==> src/rtl/rcc_pkg.sv <==
// Shared definitions for the RC-sensor scan controller and its datapaths.
package rcc_pkg;

  // Scan sequencer state encodings.
  localparam logic [1:0] ST_IDLE   = 2'd0;
  localparam logic [1:0] ST_CHARGE = 2'd1;
  localparam logic [1:0] ST_SENSE  = 2'd2;
  localparam logic [1:0] ST_NEXT   = 2'd3;

  // Count clock source select for the datapath tick mux.
  typedef enum logic [1:0] {
    TSEL_N100 = 2'd0,
    TSEL_U1   = 2'd1,
    TSEL_U10  = 2'd2,
    TSEL_U100 = 2'd3
  } tsel_e;

endpackage

==> src/rtl/rcc_next_bank.sv <==
// Finds the next enabled sensor bank: the lowest enabled bank when first_i is
// set, otherwise the lowest enabled bank strictly above bank_i (no wrap).
module rcc_next_bank #(
  parameter  int NBANK = 4,
  localparam int BW    = $clog2(NBANK)
) (
  input  logic [NBANK-1:0] cfg_mask_i,
  input  logic [BW-1:0]    bank_i,
  input  logic             first_i,
  output logic [BW-1:0]    bank_o,
  output logic             valid_o
);

  logic [NBANK-1:0] cand;

  for (genvar gi = 0; gi < NBANK; gi++) begin : g_cand
    assign cand[gi] = cfg_mask_i[gi] & (first_i | (BW'(gi) > bank_i));
  end

  // Priority-encode the lowest candidate; scanning downwards lets the lowest win.
  always_comb begin
    bank_o  = '0;
    valid_o = 1'b0;
    for (int i = NBANK - 1; i >= 0; i--) begin
      if (cand[i]) begin
        bank_o  = BW'(i);
        valid_o = 1'b1;
      end
    end
  end

endmodule

==> src/rtl/rcc_scan_ctl.sv <==
// Poll timer and charge/sense sequencer for a bank of RC-sensor datapaths.
// Visits each enabled bank round-robin, raises per-bank avail flags and
// sticky overrun flags for banks that complete again before being acked.
module rcc_scan_ctl
  import rcc_pkg::*;
#(
  parameter  int NBANK     = 4,
  parameter  int CNTW      = 8,
  parameter  int CHG_TICKS = 1,
  localparam int BW        = $clog2(NBANK)
) (
  input  logic             CLK_I,
  input  logic             RST_I,
  input  logic             m10_tick,
  input  logic             u10_tick,
  input  logic             cnt_tick,
  input  logic [3:0]       cfg_poll,
  input  logic [NBANK-1:0] cfg_mask,
  input  logic             bank_alldone,
  input  logic [NBANK-1:0] host_ack,
  output logic [BW-1:0]    bank_sel,
  output logic             charge,
  output logic             sensing,
  output logic [CNTW-1:0]  count,
  output logic [NBANK-1:0] avail,
  output logic [NBANK-1:0] overrun,
  output logic             busy
);

  localparam logic [3:0]      CHG_LAST = 4'(CHG_TICKS - 1);
  localparam logic [CNTW-1:0] CNT_MAX  = '1;

  logic [1:0]       state_q, state_d;
  logic [3:0]       pollcnt_q, pollcnt_d;
  logic [BW-1:0]    bank_q, bank_d;
  logic [3:0]       chg_q, chg_d;
  logic [CNTW-1:0]  count_q, count_d;
  logic [NBANK-1:0] avail_q, avail_d;
  logic [NBANK-1:0] overrun_q, overrun_d;
  logic             charge_q, sensing_q;
  logic [BW-1:0]    nb_bank;
  logic             nb_valid;
  logic             bank_done;

  // From IDLE the finder returns the lowest enabled bank, otherwise the next one up.
  rcc_next_bank #(.NBANK(NBANK)) u_next_bank (
    .cfg_mask_i (cfg_mask),
    .bank_i     (bank_q),
    .first_i    (state_q == ST_IDLE),
    .bank_o     (nb_bank),
    .valid_o    (nb_valid)
  );

  // Next-state logic for the poll timer, sequencer and per-bank flags.
  always_comb begin
    state_d   = state_q;
    pollcnt_d = pollcnt_q;
    bank_d    = bank_q;
    chg_d     = chg_q;
    count_d   = count_q;
    avail_d   = avail_q & ~host_ack;
    overrun_d = overrun_q & ~host_ack;
    bank_done = 1'b0;
    case (state_q)
      ST_IDLE: begin
        if (m10_tick && (cfg_poll != 4'd0) && (cfg_mask != '0)) begin
          if (pollcnt_q == cfg_poll) begin
            pollcnt_d = 4'd1;
            bank_d    = nb_bank;
            chg_d     = 4'd0;
            state_d   = ST_CHARGE;
          end else begin
            // Free-running 4-bit wrap lets a lowered cfg_poll still be reached.
            pollcnt_d = pollcnt_q + 4'd1;
          end
        end
      end
      ST_CHARGE: begin
        if (u10_tick) begin
          if (chg_q == CHG_LAST) begin
            count_d = '0;
            state_d = ST_SENSE;
          end else begin
            chg_d = chg_q + 4'd1;
          end
        end
      end
      ST_SENSE: begin
        // All pins crossing ends the bank early and freezes the count.
        if (bank_alldone) begin
          bank_done = 1'b1;
        end else if (cnt_tick) begin
          if (count_q == CNT_MAX) bank_done = 1'b1;
          else                    count_d   = count_q + 1'b1;
        end
        if (bank_done) begin
          avail_d[bank_q] = 1'b1;
          if (avail_q[bank_q] && !host_ack[bank_q]) overrun_d[bank_q] = 1'b1;
          state_d = ST_NEXT;
        end
      end
      ST_NEXT: begin
        if (nb_valid && (cfg_poll != 4'd0)) begin
          bank_d  = nb_bank;
          chg_d   = 4'd0;
          state_d = ST_CHARGE;
        end else begin
          state_d = ST_IDLE;
        end
      end
      default: state_d = ST_IDLE;
    endcase
  end

  // State registers; charge/sensing are decoded from the next state so they are registered.
  always_ff @(posedge CLK_I) begin
    if (!RST_I) begin
      state_q   <= ST_IDLE;
      pollcnt_q <= 4'd1;
      bank_q    <= '0;
      chg_q     <= 4'd0;
      count_q   <= '0;
      avail_q   <= '0;
      overrun_q <= '0;
      charge_q  <= 1'b0;
      sensing_q <= 1'b0;
    end else begin
      state_q   <= state_d;
      pollcnt_q <= pollcnt_d;
      bank_q    <= bank_d;
      chg_q     <= chg_d;
      count_q   <= count_d;
      avail_q   <= avail_d;
      overrun_q <= overrun_d;
      charge_q  <= (state_d == ST_CHARGE);
      sensing_q <= (state_d == ST_SENSE);
    end
  end

  assign bank_sel = bank_q;
  assign charge   = charge_q;
  assign sensing  = sensing_q;
  assign count    = count_q;
  assign avail    = avail_q;
  assign overrun  = overrun_q;
  assign busy     = (state_q != ST_IDLE);

endmodule

==> config.mk <==
export PLATFORM = sky130hd
export DESIGN_NAME = rcc_scan_ctl
export DESIGN_NICKNAME = d
export VERILOG_FILES = /design/src/rtl/rcc_pkg.sv /design/src/rtl/rcc_next_bank.sv /design/src/rtl/rcc_scan_ctl.sv
export SDC_FILE = /design/constraint.sdc
export NUM_CORES = 1
export LEC_CHECK = 0
export CAP_MARGIN = 30
export CORE_MARGIN = 2
export CORE_UTILIZATION = 38
export CTS_CLUSTER_DIAMETER = 80
export DETAILED_ROUTE_END_ITERATION = 12
export SLEW_MARGIN = 20
export SYNTH_ARGS = -nofsm -noshare
export SYNTH_HDL_FRONTEND = slang
export SYNTH_SLANG_ARGS = --single-unit
==> constraint.sdc <==
create_clock -name CLK_I -period 2.54 [get_ports CLK_I]
set_input_delay 0.254 -clock CLK_I [delete_from_list [all_inputs] [get_ports CLK_I]]
set_output_delay 0.254 -clock CLK_I [all_outputs]
set_load 0.05 [all_outputs]
# == Yosys cells after proc, flatten, opt, wreduce, memory -nomap -nowiden ==
# Index checks and enable logic that the tools add are counted.
# classes
addsub,3
magnitude_cmp,6
eq_ne,16
mux,47
bitwise_logic,13
reduce_logical,18
# op_table
op,count
two-way mux 4 bit,11
two-way mux 8 bit,5
two-way mux 2 bit,12
inequality test 2 bit (second input constant),9
case mux 8 bit (2 select lines),1
two-way mux 1 bit,12
case mux 4 bit (3 select lines),1
AND reduction 6 bit,2
adder 4 x 1 -> 4 bit (second input constant),2
adder 8 x 1 -> 8 bit (second input constant),1
bitwise AND 4 bit,2
== test 8 bit (second input constant),1
bitwise OR 4 bit,2
case mux 2 bit (4 select lines),1
nonzero test 4 bit,2
== test 2 bit (second input constant),3
nonzero test 2 bit,3
logical AND 1 bit,5
bitwise AND 1 bit,4
binary-select mux 1 bit (select 2 bit),2
== test 2 x 1 -> 1 bit (second input constant),2
== test 4 bit,1
> comparator 1 x 2 -> 1 bit (first input constant),2
> comparator 2 bit (first input constant),2
12 further kinds,15
# totals
reg_bits,30
input_bits,18
output_inout_bits,21

# == Depth between registers and ports, before layout ==
# Gate-level depths: netlist of the first run.
# depth
depth_word,11
depth_mapped,7
depth_no_buf,7

# == Modules after synthesis ==
# A second synthesis of the first run with hierarchy kept.
# hier_totals
hier_cells,204
hier_area_um2,1756.7
# modules_own_cells
module,n_inst,cells_each,area_per_inst_um2
rcc_scan_ctl,1,188,1662.8
rcc_next_bank,1,16,93.8

# == Worst setup path before layout of the first run ==
# No wires, ideal clock.
# synth_timing
kind,register -> register
start,"register count_q[0], in the netlist count[0]"
end,"register count_q[3], in the netlist count[3]"
arrival_time_ps,1899
t_required_ps,2469
setup_slack_ps,570
path_stages_with_launch,7
synth_period_minus_slack_ps,1970
path_cell_list,dfxtp_1 -> ha_1 -> and4_2 -> a21oi_2 -> o21ai_2 -> or4_1 -> a21oi_1
# synth_between
elab_chain_cells,5
# synth_lines
element,line,text
start: declaration,rcc_scan_ctl.sv:37,"logic [CNTW-1:0] count_q, count_d;"
start signal: assignment,rcc_scan_ctl.sv:132,count_q <= count_d;
adder 8 x 1 -> 8 bit,rcc_scan_ctl.sv:94,else count_d = count_q + 1'b1;
two-way mux 8 bit,rcc_scan_ctl.sv:93,if (count_q == CNT_MAX) bank_done = 1'b1;
two-way mux 8 bit,rcc_scan_ctl.sv:92,end else if (cnt_tick) begin
two-way mux 8 bit,rcc_scan_ctl.sv:90,if (bank_alldone) begin
case mux 8 bit (2 select lines),rcc_scan_ctl.sv:64,case (state_q)
# Several ways; a longest one is shown, not always the timed one. The select of a mux whose other input is x is not followed.
# A chain may end at the register's enable or synchronous reset.

# == Final worst setup path of the first run ==
# layout_timing
start,register state_q[1]
end,output busy
# layout_between
elab_chain_cells,1
# layout_lines
element,line,text
start: declaration,rcc_scan_ctl.sv:33,"logic [1:0] state_q, state_d;"
start signal: assignment,rcc_scan_ctl.sv:128,state_q <= state_d;
nonzero test 2 bit,rcc_scan_ctl.sv:146,assign busy = (state_q != ST_IDLE);
end: declaration,rcc_scan_ctl.sv:27,output logic busy
# Every way passes these cells.

==> results of run 1 <==
worst register-to-register path, delay by kind of cell (launching register included):
family                   cells  cell delay, ns
flip-flops                   1            0.36
adder cells (fa/ha/maj)      1            0.15
buffers and inverters        1            0.08
AND/OR/NAND/NOR              3            1.05
AO/OA/AOI/OAI                2            0.24
metal layers:
layer / GRT usage, % / vias to the layer above / routed length (um)
li1: - / 763 / -
met1: 21.1 / 695 / 1770
met2: 28.0 / 30 / 1920
met3: 5.81 / 5 / 198
met4: 5.23 / 0 / 25
met5: 0 / - / 0
synth_stat cells (all sizes together), types with 2 or more instances:
master   count  area [um2]
dfxtp       30         601
nor2        17        73.8
a21oi       12        63.8
inv          8        30.0
nand2        8        30.0
nand3        8        40.0
o21ai        8        43.8
nor3         7        35.0
nand2b       6        40.0
o21a         6        45.0
xor2         6        52.6
nand4        5        31.3
xnor2        5        43.8
and3         4        27.5
ha           4        50.1
a221oi       3        26.3
a31oi        3        18.8
a41oi        3        26.3
buf          3        23.8
clkbuf       3        12.5
nor2b        3        18.8
or4          3        26.3
and2         2        13.8
and2b        2        18.8
and4         2        18.8
mux2i        2        20.0
o2111ai      2        17.5
o22ai        2        12.5
o2bb2ai      2        17.5
or2b         2        20.0
per-stage QoR:
| step | instance area (um2) | hold slack (ns) | total power, uW | worst slack, ns | util, % |
|---|---|---|---|---|---|
| finish | 2140 | 0.502 | 1150 | 0.451 | 52.7 |
| global route | 2140 | 0.509 | 1210 | 0.347 | 52.7 |
| CTS | 2140 | 0.497 | 1160 | 0.432 | 52.7 |
| detailed placement | 2030 | 0.488 | 695 | 0.376 | 50.0 |
| global placement | 2030 | 0.470 | 691 | 0.453 | 50.0 |
| floorplan | 1620 | 0.333 | 634 | 0.570 | - |
state kept, by name, summed over array words and instances, names as in the netlist:
signal and flops:
state_q 2, overrun 4, sensing 1, pollcnt_q 4
bank_sel 2, count 8, charge 1, chg_q 4
avail 4
logic make-up after synthesis:
logic type	Yosys count	synth area share, %
buffers and inverters	14	4.11
and+or+nand+nor	72	26.0
AOI/OAI and AO/OA	50	22.4
adders and majority gates	4	3.10
muxes	2	1.24
DFF	30	37.2
xor gates and xnor gates	11	5.96
cell type report:
| cell class | instances | share of cell area [%] |
|---|---|---|
| Multi-Input combinational cell | 139 | 44.4 |
| Inverter | 8 | 1.40 |
| Sequential cell | 30 | 28.1 |
| Timing Repair Buffer | 39 | 18.1 |
| Clock inverter | 3 | 1.87 |
| Tap cell | 50 | 2.93 |
| Clock buffer | 5 | 3.22 |
report_power, final:
group | internal, uW | switching, uW | leakage [uW]
clock | 288 | 173 | 0.0000579
combinational | 84.9 | 97.6 | 0.000478
sequential | 484 | 19.0 | 0.000242
worst min path at each step:
stage / start / end / slack, ns / cells past startpoint
final: chg_q[3] / chg_q[3] / 0.50 / 1
after global routing: chg_q[3] / chg_q[3] / 0.51 / 1
after CTS: chg_q[3] / chg_q[3] / 0.50 / 1
after detailed placement: chg_q[3] / chg_q[3] / 0.49 / 1
after global placement: chg_q[3] / chg_q[3] / 0.47 / 1
after floorplan: host_ack[0] / overrun[0] / 0.33 / 1
==> run_results.csv, run 1 <==
group,metric,value,unit
grt,grt_max_degree,14,
sta,drv_slew,0,
floorplan,die_w,69.2,um
status,status,"finished clean",
sta,setup-tns-final,0,ns
clock_tree,clock_sinks,30,
clock_tree,hold_buffers,0,
grt,antenna_found_initial,0,
final_layout,syn2layout_area_growth,32.4,%
yosys,yosys_most_used_dff,"dfxtp_1",
sta,fin_skew,0.00137,ns
yosys,synth-edff-count,0,
yosys,synth.distinct_cells,57,
final_layout,final_common_cell,"clkdlybuf4s50_1",
clock_tree,cts_buffer_depth,2,
critical_path,path_delay_family,"buffers and inverters",
critical_path,crit_path_end,"busy",
sta,hold_violations,0,
critical_path,end_kind,"output pin",
clock_tree,post_cts_buffers,0,
grt,grt_first_pass_wirelength,6710,um
yosys,syn_nets,205,
final_layout,final_layout_size_suffix_gt1_share,11.2,%
floorplan,die_h,69.2,um
critical_path,r2r_cells,7,
critical_path,r2r-end,"count[3]",
final_layout,fill_cells,380,
critical_path,critPathKind,"flip-flop to output pin",
route,firstDrtPassIters,5,
critical_path,startpoint,"state_q[1]",
critical_path,arrival,1.83,ns
route,ant_nets,0,
clock_tree,worst_skew_pair.late_latency,0.28,ns
critical_path,critPathLaunchType,"flip-flop",
clock_tree,htree_levels,2,
yosys,ys_async_sr_fraction,0,%
clock_tree,clkTransAtPathRegs,0.06,ns
route,route.detailed.drc,0,
sta,grt_setup_unrepaired,"false",
sta,fin_crit_sh,82.2,%
sta,setup_viol,0,
route,drt-vias-per-instance,5.45,
clock_tree,ctsResizeCount,0,
critical_path,worst-path-buf-inv,2,
sta,tightest_slew,0.515,ns
pwr,power_density,536,mW/mm2
final_layout,final_cell_mix,"clkdlybuf4s50_1, dfxtp_1, nor2_1, a21oi_1",
route,vias,1493,
floorplan,rows,23,
critical_path,path_max_fanout,11,
sta,max-slew-margin-rel,65.6,%
sta,min_period,2.09,ns
pwr,ir_drop,0.245,mV
run,maxCapViolCount,0,
yosys,yosysWarnings,0,
floorplan,dieArea,0.00479,mm2
final_layout,diodes,0,
yosys,syn_area,0.00162,mm2
route,drt-total-wl,3920,um
final_layout,finalNonFillerCells,274,
floorplan,ios,39,
critical_path,slowest_stage,"clkdlybuf4s50_1",
place,post-dp-hpwl,2980,um
grt,grtUsageTotal,17.1,%
route,drt_iter0_drc,54,
critical_path,reg2reg_slack,0.59,ns
grt,grt_pass1_vias,1454,
place,io_buffers,38,
yosys,synth-seq-cells,30,
clock_tree,cts_made_buffers,5,
final_layout,multiInputGateArea,948,um2
critical_path,max_stage_delay,0.80,ns
clock_tree,cts_root_buffer,"clkbuf_8",
place,gp_congestion,0.829,
critical_path,worstPathRequired,2.29,ns
sta,fmax,479,MHz
critical_path,worstSetupPathDepth,3,
yosys,avgSynthCellArea,8.83,um2
critical_path,worstPathCellList,"nor2_2, inv_1, clkdlybuf4s50_1",
pwr,power.leakage,0.000779,uW
min_path,hp-class,"flip-flop to flip-flop",
route,wl_per_cell,14.3,um
clock_tree,cts_tree,"yes",
grt,overflow,0,
floorplan,initial_core_util,39.8,%
floorplan,core,0.00406,mm2
final_layout,nNetsFinal,245,
yosys,seq_area_frac_synth,37.2,%
yosys,syn_inst,183,
place,place_inst,266,
critical_path,worstReg2RegStart,"chg_q[0]",
final_layout,regArea,601,um2
Note: power is estimated with default switching activity, not from simulation.
==> run 2, diff against run 1 <==
==> constraint.sdc (replaced) <==
create_clock -name CLK_I -period 2 [get_ports CLK_I]
set_input_delay 0.2 -clock CLK_I [delete_from_list [all_inputs] [get_ports CLK_I]]
set_output_delay 0.2 -clock CLK_I [all_outputs]
set_load 0.05 [all_outputs]
==> run_results.csv, run 2 (synthesis results as in run 1) <==
group,metric,value,unit
status,status,"finished clean",
critical_path,worstPathRequired,2.20,ns
route,route.detailed.drc,0,
route,firstDrtPassIters,4,
floorplan,ios,39,
pwr,ir_drop,0.443,mV
sta,grt_setup_unrepaired,"false",
route,wl_per_cell,14.0,um
critical_path,path_max_fanout,6,
sta,hold_ws,0.493,ns
final_layout,largest_reg_flops,8,
floorplan,die_w,69.2,um
critical_path,critPathKind,"flip-flop to flip-flop",
place,io_buffers,38,
route,drt-vias-per-instance,5.43,
grt,grt_pass1_vias,1546,
critical_path,end_kind,"flip-flop",
clock_tree,clkTransAtPathRegs,0.07,ns
sta,min_period,1.89,ns
clock_tree,cts_buffer_depth,2,
final_layout,final_layout_size_suffix_gt1_share,16.5,%
grt,grtUsageTotal,17.7,%
sta,fin_skew,0.00789,ns
floorplan,core,0.00406,mm2
grt,grt_max_degree,14,
place,post-dp-hpwl,3090,um
clock_tree,worst_skew_pair.late_latency,0.27,ns
critical_path,arrival,2.09,ns
grt,overflow,0,
floorplan,die_h,69.2,um
sta,drv_slew,0,
clock_tree,ctsResizeCount,0,
pwr,power.leakage,0.000831,uW
sta,fmax,529,MHz
clock_tree,hold_buffers,0,
clock_tree,post_cts_buffers,0,
floorplan,dieArea,0.00479,mm2
route,vias,1553,
route,ant_nets,0,
sta,fin_crit_sh,94.5,%
clock_tree,cts_root_buffer,"clkbuf_8",
sta,setup_viol,0,
critical_path,critPathLaunchType,"flip-flop",
clock_tree,cts_made_buffers,5,
pwr,power_density,624,mW/mm2
sta,tightest_slew,0.514,ns
sta,max-slew-margin-rel,65.6,%
floorplan,initial_core_util,39.8,%
final_layout,nNetsFinal,257,
final_layout,fill_cells,374,
grt,antenna_found_initial,0,
route,drt-total-wl,4000,um
clock_tree,cts_tree,"yes",
final_layout,final_common_cell,"clkdlybuf4s50_1",
clock_tree,htree_levels,2,
run,maxCapViolCount,0,
clock_tree,clock_sinks,30,
final_layout,syn2layout_area_growth,36.9,%
grt,grt_first_pass_wirelength,7040,um
place,gp_congestion,0.824,
sta,hold_violations,0,
route,drt_iter0_drc,54,
place,place_inst,278,
min_path,hp-class,"flip-flop to flip-flop",
final_layout,finalNonFillerCells,286,
floorplan,rows,23,
final_layout,diodes,0,
final_layout,final_cell_mix,"clkdlybuf4s50_1, dfxtp_1, nor2_1, buf_4, a21oi_1",
-- run 2: changes by cell type in the layout (fill, tap and decap cells not counted), sizes merged --
cell | before | now
bufinv | 1 | 0
buf | 1 | 14
clkdlybuf4s50 | 38 | 37
clkbuf | 5 | 7
clkinv | 2 | 1
-- run 2: power breakdown --
| group | switching, uW | total (uW) | internal [uW] |
|---|---|---|---|
| Combinational | 129 | 249 | 119 |
| Clock | 217 | 494 | 277 |
| Sequential | 21.9 | 637 | 615 |
-- run 2: layout make-up --
cell class	instances	area, um2	share of cell area (%)
Clock inverter	1	5.00	0.226
Inverter	8	30.0	1.36
Sequential cell	30	603	27.3
Multi-Input combinational cell	139	948	42.9
Tap cell	50	62.6	2.83
Timing Repair Buffer	51	475	21.5
Clock buffer	7	86.3	3.90
-- run 2: worst paths after layout --
| path | from | slack [ns] | to | depth (start not counted) |
|---|---|---|---|---|
| setup / recovery | chg_q[0] | 0.11 | count[3] | 7 |
| hold / removal | chg_q[0] | 0.49 | chg_q[0] | 1 |
| hold reg to reg | chg_q[0] | 0.49 | chg_q[0] | 1 |
| setup reg to reg | chg_q[0] | 0.11 | count[3] | 7 |
-- run 2: stage by stage --
step	power, uW	util [%]	setup TNS, ns	cell area [um2]	setup slack, ns
after floorplan	805	-	0	1620	0.0301
after global placement	893	52.2	0	2120	0.0327
after detailed placement	898	52.2	-0.00598	2120	-0.00598
after CTS	1400	54.4	0	2210	0.0732
after global routing	1450	54.5	0	2210	0.0154
final	1380	54.5	0	2210	0.109
-- run 2: worst max-delay path, stage by stage, from the launching register on --
cell,delay (ns)
dfxtp_2,0.35
inv_1,0.06
ha_1,0.13
or3b_4,0.42
nor2_4,0.15
o21ai_2,0.08
or4_1,0.47
a21oi_1,0.15
-- run 2: layer usage --
metal  GRT usage (%)  share of wire (%)  vias up  wire length, um
met5               0                  0        -                0
met4            5.66               0.68        0               27
met3            4.07                3.3        2              133
met2            29.0                 48       28             1920
met1            23.0                 48      741             1920
li1                -                  -      782                -
